==> src/rtl/regdump_pkg.sv <==
// regdump_pkg: shared types and sizes for the register file dump reader.
package regdump_pkg;
  localparam int REG_ADDR_W = 5;
  localparam int REG_DATA_W = 32;
  localparam int REGDUMP_BYTES = REG_DATA_W / 8;
  typedef enum logic [1:0] {IDLE, READ, SEND, DONE} regdump_state_t;
endpackage

==> src/rtl/regfile_dump_reader_serializer.sv <==
// word_byte_serializer: loads a word and emits it LSB-first as valid/ready bytes.
module word_byte_serializer #(
  parameter int DATA_W = 32
) (
  input  logic              clk,
  input  logic              rst_n,
  input  logic              load,
  input  logic              clear,
  input  logic [DATA_W-1:0] word,
  output logic [7:0]        m_data,
  output logic              m_valid,
  input  logic              m_ready,
  output logic              last_hs
);
  localparam int NB = DATA_W / 8;
  localparam int IW = NB > 1 ? $clog2(NB) : 1;
  logic [DATA_W-1:0] shift;
  logic [IW-1:0] idx;
  logic hs;
  assign hs = m_valid && m_ready;
  assign last_hs = hs && idx == IW'(NB - 1);
  assign m_data = shift[7:0];
  always_ff @(posedge clk or negedge rst_n) begin
    if (!rst_n) begin
      shift <= '0;
      idx <= '0;
      m_valid <= 1'b0;
    end else if (clear) begin
      m_valid <= 1'b0;
    end else if (load) begin
      shift <= word;
      idx <= '0;
      m_valid <= 1'b1;
    end else if (hs) begin
      shift <= shift >> 8;
      idx <= idx + IW'(1);
      if (last_hs) m_valid <= 1'b0;
    end
  end
endmodule

==> src/rtl/regfile_dump_reader.sv <==
// regfile_dump_reader: walks a register range through a read port and streams
// each snapshotted register out as little-endian bytes.
module regfile_dump_reader
  import regdump_pkg::*;
#(
  parameter int DATA_W = REG_DATA_W,
  parameter int ADDR_W = REG_ADDR_W
) (
  input  logic              clk,
  input  logic              rst_n,
  input  logic              start,
  input  logic              abort,
  input  logic [ADDR_W-1:0] first_reg,
  input  logic [ADDR_W-1:0] last_reg,
  output logic [ADDR_W-1:0] rd_addr,
  input  logic [DATA_W-1:0] rd_data,
  output logic [7:0]        m_data,
  output logic              m_valid,
  input  logic              m_ready,
  output logic              busy,
  output logic              done,
  output logic              err_range
);
  regdump_state_t state;
  logic [ADDR_W-1:0] cur, last;
  logic load, last_hs;
  assign rd_addr = cur;
  assign load = state == READ && !abort;
  word_byte_serializer #(.DATA_W(DATA_W)) ser (
    .clk(clk), .rst_n(rst_n), .load(load), .clear(abort), .word(rd_data),
    .m_data(m_data), .m_valid(m_valid), .m_ready(m_ready), .last_hs(last_hs)
  );
  // cur == last is tested before incrementing so a range ending at the top index never wraps
  always_ff @(posedge clk or negedge rst_n) begin
    if (!rst_n) begin
      state <= IDLE;
      cur <= '0;
      last <= '0;
      busy <= 1'b0;
      done <= 1'b0;
      err_range <= 1'b0;
    end else begin
      done <= 1'b0;
      if (state == IDLE) begin
        if (start) begin
          cur <= first_reg;
          last <= last_reg;
          err_range <= first_reg > last_reg;
          if (first_reg > last_reg) done <= 1'b1;
          else begin
            state <= READ;
            busy <= 1'b1;
          end
        end
      end else if (abort) begin
        state <= IDLE;
        busy <= 1'b0;
      end else if (state == READ) begin
        state <= SEND;
      end else if (state == SEND) begin
        if (last_hs) begin
          if (cur == last) begin
            state <= DONE;
            done <= 1'b1;
          end else begin
            cur <= cur + 1'b1;
            state <= READ;
          end
        end
      end else begin
        state <= IDLE;
        busy <= 1'b0;
      end
    end
  end
endmodule

==> config.mk <==
export PLATFORM = sky130hd
export DESIGN_NAME = regfile_dump_reader
export DESIGN_NICKNAME = d
export VERILOG_FILES = /design/src/rtl/regdump_pkg.sv /design/src/rtl/regfile_dump_reader_serializer.sv /design/src/rtl/regfile_dump_reader.sv
export SDC_FILE = /design/constraint.sdc
export NUM_CORES = 1
export LEC_CHECK = 0
export ABC_AREA = 1
export CORE_MARGIN = 2
export CORE_UTILIZATION = 23
export DETAILED_ROUTE_END_ITERATION = 10
export PLACE_DENSITY = 0.46
export REMOVE_ABC_BUFFERS = 1
export SLEW_MARGIN = 20
export SYNTH_ARGS = -nofsm -noshare
export SYNTH_HDL_FRONTEND = slang
export SYNTH_HIERARCHICAL = 1
export SYNTH_SLANG_ARGS = --single-unit
==> constraint.sdc <==
create_clock -name clk -period 2.2 [get_ports clk]
set_clock_uncertainty 0.1 [all_clocks]
set_input_delay 0.44 -clock clk [delete_from_list [all_inputs] [get_ports clk]]
set_output_delay 0.44 -clock clk [all_outputs]
set_load 0.03 [all_outputs]
# --- Word-level counts from Yosys, hierarchy flattened ---
# Cells that the tools add are included.
# W data, S select, Z words.
op_classes:
  reduce_logical: 16
  n_mux: 37
  bitwise_logic: 1
  eq_ne: 12
  add_sub_neg: 2
  order_cmp: 1
ops:
  columns: ["cell", "count"]
  rows:
  - ["$mux W32", 2]
  - ["$mux W5", 7]
  - ["$mux W2", 10]
  - ["$mux W1", 18]
  - ["$ne A2 B2 Y1 const B", 3]
  - ["$reduce_and A2 Y1", 3]
  - ["$reduce_and A6 Y1", 1]
  - ["$reduce_bool A2 Y1", 3]
  - ["$reduce_bool A3 Y1", 2]
  - ["$add A5 B1 Y5 const B", 1]
  - ["$eq A5 B5 Y1", 1]
  - ["$gt A5 B5 Y1", 1]
  - ["$ne A5 B5 Y1 const B", 1]
  - ["$eq A2 B2 Y1 const B", 2]
  - ["$ne A2 B1 Y1 const B", 2]
  - ["$reduce_and A4 Y1", 1]
  - ["$logic_and A1 B1 Y1", 3]
  - ["$ne A3 B2 Y1 const B", 1]
  - ["$ne A3 B3 Y1 const B", 1]
  - ["$reduce_and A3 Y1", 1]
  - ["$add A2 B1 Y2 const B", 1]
  - ["$eq A2 B1 Y1 const B", 1]
  - ["$logic_not A2 Y1", 1]
  - ["$logic_not A1 Y1", 1]
  - ["$not A1 Y1", 1]
word_totals:
  ff_bits: 50

# --- Longest topological paths before layout ---
depth:
  depth_word: 7
  depth_mapped: 10
  ltp_nobuf: 10

# --- Modules after synthesis ---
# Netlist, hierarchy kept.
modules_own_cells:
  columns: ["module", "cells_each", "area_each_um2", "n_inst"]
  rows:
  - ["word_byte_serializer", 247, 1830.5, 1]
  - ["regfile_dump_reader", 142, 1017.2, 1]

# --- Least setup slack after synthesis ---
# No wires, ideal clock.
synth_path:
  path_kind: "flip-flop to flip-flop"
  start: "register cur[0] (netlist: rd_addr[0])"
  end: "register cur[4] (netlist: rd_addr[4])"
  arrival_time_ns: 1.317
  path_buffers: 0
  path_stages_with_launch: 9
  setup_time_ns: 0.118
  slack_ns: 0.666
  required_ns: 1.982
  cell_sequence: "dfrtp_1 -> ha_1 -> nand2_1 -> o21ai_0 -> inv_1 -> o21ai_0 -> nand2_1 -> nand2_1 -> nand2_1"
synth_between:
  elab_chain_cells: 7
  word_cells_on_any_way: 10
synth_rtl:
  columns: ["element", "line", "text"]
  rows:
  - ["start: declaration", "regfile_dump_reader.sv:25", "logic [ADDR_W-1:0] cur, last;"]
  - ["start signal: assignment", "regfile_dump_reader.sv:46", "cur <= first_reg;"]
  - ["start signal: assignment", "regfile_dump_reader.sv:66", "cur <= cur + 1'b1;"]
  - ["$add A5 B1 Y5", "regfile_dump_reader.sv:66", null]
  - ["$mux W5", "regfile_dump_reader.sv:62", "if (cur == last) begin"]
  - ["$mux W5", "regfile_dump_reader.sv:61", "if (last_hs) begin"]
  - ["$mux W5", "regfile_dump_reader.sv:60", "end else if (state == SEND) begin"]
  - ["$mux W5", "regfile_dump_reader.sv:58", "end else if (state == READ) begin"]
  - ["$mux W5", "regfile_dump_reader.sv:55", "end else if (abort) begin"]
  - ["$mux W5", "regfile_dump_reader.sv:44", "if (state == IDLE) begin"]
# Parallel ways exist; a longest one is shown, timed or not. The select of a mux whose other input is x is not followed.
# A chain may end at the register's enable or synchronous reset.

# --- Worst setup path after layout ---
layout_path:
  start: "register cur[0] (netlist: rd_addr[0])"
  end: "output port rd_addr[0]"
layout_lines:
  columns: ["element", "line", "text"]
  rows:
  - ["end: declaration", "regfile_dump_reader.sv:15", "output logic [ADDR_W-1:0] rd_addr,"]
# No word-level cell between the ends.

==> out/qor.txt <==
Clk sink count -> 50
Finished Layout Cells -> 616
Hold Worst Slack -> 0.405 ns
CP Cell Sequence -> clkdlybuf4s50_1
First-pass GRT wire length -> 12,100 microns
Met2 usage -> 0.182
Die Ht -> 115 microns
Clock root cell -> clkbuf_16
Post-CTS resize count -> 0
Syn_area_per_cell -> 7.32 sq um
Leak pwr -> 1.97 nW
Family with the most delay on the worst path -> buffers and inverters
DRC viols -> 0
Max-slew violation count -> 0
Yosys cell types -> 29
Vias in the first global route -> 2,477
Hold depth -> 2
Global route hottest layer -> met2
GR Overflow Total -> 0
Final period util -> 0.928
Max cap viols -> 0
Final-stage net count -> 501
Seq/Total Area, Yosys -> 0.439
Clock Tree Buf Depth -> 2
Avg WL per Cell -> 11.7 microns
Element type at the critical path end -> primary output
Worst Hold Path EP -> ser/shift[28]
DP Cell Count -> 607
Io pins -> 64
Yosys reg bits -> 50
Slew margin rel. -> 0.709
Final Instance Area -> 3790 sq um
Via count -> 2,473
Clk Latency, worst-skew pair -> 0.29 ns
FF-to-FF Start -> state[1]
Worst Path Arrival -> 1.50 ns
Routed WL -> 7190 microns
Post-DP HPWL -> 5270 microns
Routed Antenna Nets -> 0
Mapped Area -> 2850 sq um
FP Rows -> 40
H-tree depth -> 2
RSZ-0062 raised after global routing -> no
Crit-path slowest cell -> clkdlybuf4s50_1
Setup TNS -> 0 ns
Hold Path Origin -> ser/shift[28]
First-pass detailed-route iteration total -> 4
Setup CP Type -> register to primary output
Final setup vio count -> 0
Area after DPL -> 3630 sq um
RePlAce Congestion -> 0.811
TritonCTS clock tree -> yes
Fin crit period -> 2.04 ns
Commonest non-fill, non-tap cells in the layout -> nand2_1 (196), clkdlybuf4s50_1 (62), dfrtp_1 (50)
Met1 Use GR -> 0.161
Fmax -> 490 MHz
Tot Pwr -> 4.34 mW
CTS buffer count -> 5
Area growth from synthesis to layout -> 33.2%
Layout Utilization -> 0.314
WP buf/inv -> 1
Hold crit path type -> register to register
Largest net degree at the start of global routing -> 36
R2r endpoint -> ser/shift[9]
Slew @ Worst Pin -> 0.437 ns
Hold Fails Final Rpt -> 0
Power Density -> 1140 nW/um^2
Vias/cell -> 4.01
Critical Path Start Type -> register
Met3 usage -> 0.0185
Initial antenna violation count -> 0
Peak supply drop -> 354 uV
Post-Synthesis Cells -> 389
CP max FO -> 7
N_diodes -> 0
Initial DRC count -> 140
Outcome -> finished, final reports clean
Post-CTS Setup Inserts -> 0
Data required time of the worst path -> 1.66 ns
Die area -> 13,300 sq um
Max reg flops -> 32
Synth warn -> 6
Die Width -> 115 microns
Commonest non-fill, non-tap cell in the layout -> nand2_1
Final worst-path setup slack -> 0.158 ns
R2R cell count -> 7
Share of cells above drive strength 1 -> 0.0759
Reg clk slew, reported paths -> 0.07 ns
Core ar. -> 12,100 sq um
Initial core utilization -> 0.236
CP max stage delay -> 0.72 ns
Register-to-Register Setup Slack -> 0.66 ns
GR Util All Layers -> 0.114
Port Buffers -> 63
Pre-CTS setup slack -> 0.0453 ns
[worst max-delay path by stage]
| stage | slack [ns] | startpoint | cells past startpoint | to |
|---|---|---|---|---|
| 5_1_grt | 0.11 | rd_addr[0] | 1 | rd_addr[0] |
| 6_report | 0.16 | rd_addr[0] | 1 | rd_addr[0] |
| 3_3_place_gp | 0.11 | last_reg[3] | 10 | state[1] |
| 4_1_cts | 0.13 | rd_addr[0] | 1 | rd_addr[0] |
| 2_1_floorplan | 0.31 | abort | 7 | ser/shift[0] |
| 3_5_place_dp | 0.05 | last_reg[3] | 11 | busy |
[cell type report]
cell class | instances | area [sq um]
Clock buffer | 6 | 139
Sequential cell | 50 | 1250
Tap cell | 168 | 210
Fill cell | 1327 | 8270
Multi-Input combinational cell | 287 | 1320
Timing Repair Buffer | 72 | 733
Clock inverter | 2 | 16.3
Inverter | 31 | 121
[where the power goes]
part	internal [mW]	switching, mW
logic	0.799	1.16
registers	1.29	0.274
clock network	0.458	0.363
[cell families (layout without fill, tap and decap cells)]
kind of cell / count (synthesis) / after routing / share of synthesized area
buf+inv: 52 / 111 / 0.0967
xor+xnor: 2 / 2 / 0.00615
simple gates: 263 / 263 / 0.399
flops: 50 / 50 / 0.439
compound gates: 15 / 15 / 0.0286
fa+ha+maj: 7 / 7 / 0.0308
[Yosys cell counts]
master | instances | area share
nand2_1 | 196 | 0.26
dfrtp_1 | 50 | 0.44
nand3_1 | 47 | 0.083
inv_1 | 25 | 0.033
buf_4 | 12 | 0.032
o21ai_0 | 9 | 0.016
ha_1 | 7 | 0.031
buf_2 | 6 | 0.011
nor2_1 | 6 | 0.0079
inv_2 | 4 | 0.0053
nand2_4 | 4 | 0.016
buf_6 | 3 | 0.012
a21oi_1 | 2 | 0.0035
inv_4 | 2 | 0.0044
o21ai_1 | 2 | 0.0035
a21oi_2 | 1 | 0.0031
and3_1 | 1 | 0.0022
nand3_2 | 1 | 0.0035
nand3_4 | 1 | 0.0062
nand3b_1 | 1 | 0.0026
nand4_1 | 1 | 0.0022
nor2_2 | 1 | 0.0022
nor2_4 | 1 | 0.0040
nor2_8 | 1 | 0.0070
nor3_1 | 1 | 0.0018
o21a_1 | 1 | 0.0026
or2_2 | 1 | 0.0022
xnor2_1 | 1 | 0.0031
xor2_1 | 1 | 0.0031
[layer usage]
layer  wire [microns]  share of wire
met4               84          0.012
met3              203          0.028
met2             3400           0.47
met5                0              0
met1             3500           0.49
[what timing repair did]
| action | CTS | global route |
|---|---|---|
| endpoints found under the hold margin | 15 | 0 |
| endpoints found under the setup margin | 0 | 0 |
| hold buffers | 1 | 0 |
Note: power is estimated with default switching activity, not from simulation.
==> variant, RTL diff (same settings) <==
The package constant `REG_DATA_W` goes from 32 to 64.
--- a/src/rtl/regdump_pkg.sv
+++ b/src/rtl/regdump_pkg.sv
@@ -1,7 +1,7 @@
 // regdump_pkg: shared types and sizes for the register file dump reader.
 package regdump_pkg;
   localparam int REG_ADDR_W = 5;
-  localparam int REG_DATA_W = 32;
+  localparam int REG_DATA_W = 64;
   localparam int REGDUMP_BYTES = REG_DATA_W / 8;
   typedef enum logic [1:0] {IDLE, READ, SEND, DONE} regdump_state_t;
 endpackage
Interface: changed (resized rd_data); port bits go from 64 to 96. No check against the original RTL was run, so the function may have changed too.
==> variant against the original RTL <==
  * Combinational power up 48%
  * Power rose by 59%
  * Synthesized area up 60%
  * Design area grew 60%
  * Highest routed layer unchanged
  * Critical path depth stayed put
  * Register-to-register slack got worse by 0.08 ns
  * Sequential cell count rose by 33
  * Worst setup slack got worse by 0.042 ns
  * Critical endpoint is now rd_addr[2]
  * Routed wire length up 73%
==> variant: results (changes against the original RTL) <==
* Status: finished, final reports clean
* Multi-input gate area in the final layout at 2100 um^2 (+59%)
* Min Hold Slack at 0.390 ns (-0.0150 ns)
* CP Data Arrival Time at 1.54 ns (+0.04 ns)
* Post-synth ARST share at 100% (unchanged)
* Area after DPL at 5790 um^2 (+60%)
* R2R Path Start: ser/idx[0]
* Cell leakage power at 3.21 nW (+63%)
* Port Buffer Count at 95 (+51%)
* Sequential cell area at 2080 um^2 (+66%)
* Post-CTS Setup Inserts at 0 (unchanged)
* Synth cell count leaders: 358 x nand2_1, 83 x dfrtp_1, 81 x nand3_1, 26 x inv_1, 22 x buf_4
* Worst slew margin at 78.7% (+7.8 points)
* R2R Path End: rd_addr[3]
* WHS Endpoint: err_range
* CTS buffer count at 9 (+4)
* Worst skew pair latency at 0.35 ns (+0.06 ns)
* GRT Util Overall at 12.4% (+0.95 points)
* Hold_buf cts at 1 (unchanged)
* Buffering overhead at 19.2% (-0.11 points)
* CP top delay family: buffers and inverters
* Bufs w/o clock at 114 (+58%)
* First-pass GRT wire length at 20000 um (+65%)
* Fill count at 2156 (+62%)
* Pin count of the biggest net entering global routing at 49 (+36%)
* Worst-path fanout max at 7 (unchanged)
* Clock-cell share at 4.57% (+0.48 points)
* Register area share after synthesis at 45.6% (+1.7 points)
* Share of layout cells above drive strength 1 at 7.27% (-0.32 points)
* Hold Crit Class: flop to flop
* Number of global-route vias before repair at 3838 (+55%)
* Final nets at 811 (+62%)
* Most area-consuming cells after synthesis: dfrtp_1 46%, nand2_1 30%, nand3_1 8.9%, buf_4 3.6%, ha_1 2.2%
* Clock transition at path regs at 0.06 ns
* DPL Wire Length at 8540 um (+62%)
* Inverters at 32 (+3.2%)
* Max reg flops at 64 (+100%)
* Total number of vias at 4122 (+67%)
* HP Start: err_range
* Clk sink count at 83 (+66%)
* GP Congestion at 0.804 (-0.94%)
* R2r setup slk at 0.58 ns (-0.08 ns)
* Tap cells at 265 (+58%)
* DRT iter0 DRCs at 220 (+57%)
* Htree depth at 3 (+1)
* Crit path max-delay cell type: clkdlybuf4s50_1
* Worst VDD drop at 0.361 mV (+1.9%)
* Drt wl/cell at 12.5 um (+7.5%)
* #MultiIn Comb at 484 (+69%)
* Worst r2r path cells at 10 (+3)
* YS warnings at 6 (unchanged)
==> variant: changes by cell type after synthesis, moves of 2 or more <==
cell / delta
nand3_1: +34
buf_4: +10
nand2_1: +162
buf_2: +3
clkbuf_1: +9
dfrtp_1: +33
buf_6: -2
==> variant: per-stage QoR <==
step           instances  setup slack [ns]  util (%)  total power (W)
5_1_grt              994            0.0502      31.2          0.00754
6_report             994             0.116      31.2          0.00692
3_5_place_dp         977            0.0891      29.8          0.00554
2_1_floorplan        599             -1.23         -          0.00443
4_1_cts              994            0.0950      31.2          0.00703
3_3_place_gp         977             0.102      29.8          0.00552
==> variant: per-layer routing <==
layer  global-route usage, %  up-vias  wire, um
met5                       0        -         0
met4                    4.75        0       219
met3                    2.01       12       400
met2                    18.9       69      5590
met1                    17.5     1888      6260
li1                        -     2153         -
==> variant: how the worst max path moves through the flow <==
stage / endpoint / cells past startpoint / slack (ns) / start
after floorplan: ser/shift[0] / 7 / -1.23 / abort
final: rd_addr[2] / 1 / 0.12 / rd_addr[2]
after CTS: rd_addr[2] / 1 / 0.1 / rd_addr[2]
after detailed placement: state[1] / 10 / 0.09 / last_reg[4]
after global placement: state[1] / 10 / 0.10 / last_reg[4]
after global routing: rd_addr[2] / 1 / 0.05 / rd_addr[2]
==> variant: kinds of logic after synthesis <==
logic type	synth area share, %
flip-flops	45.6
buffers and inverters	8.35
XOR/XNOR	0.385
AO/OA/AOI/OAI	1.79
AND/OR/NAND/NOR	41.7
adder cells (fa/ha/maj)	2.20
==> variant: where the power goes <==
part	internal (W)	switching [W]	total, W
Combinational	0.00120	0.00171	0.00291
Clock	0.000773	0.000689	0.00146
Sequential	0.00215	0.000395	0.00255
Total	0.00413	0.00280	0.00692
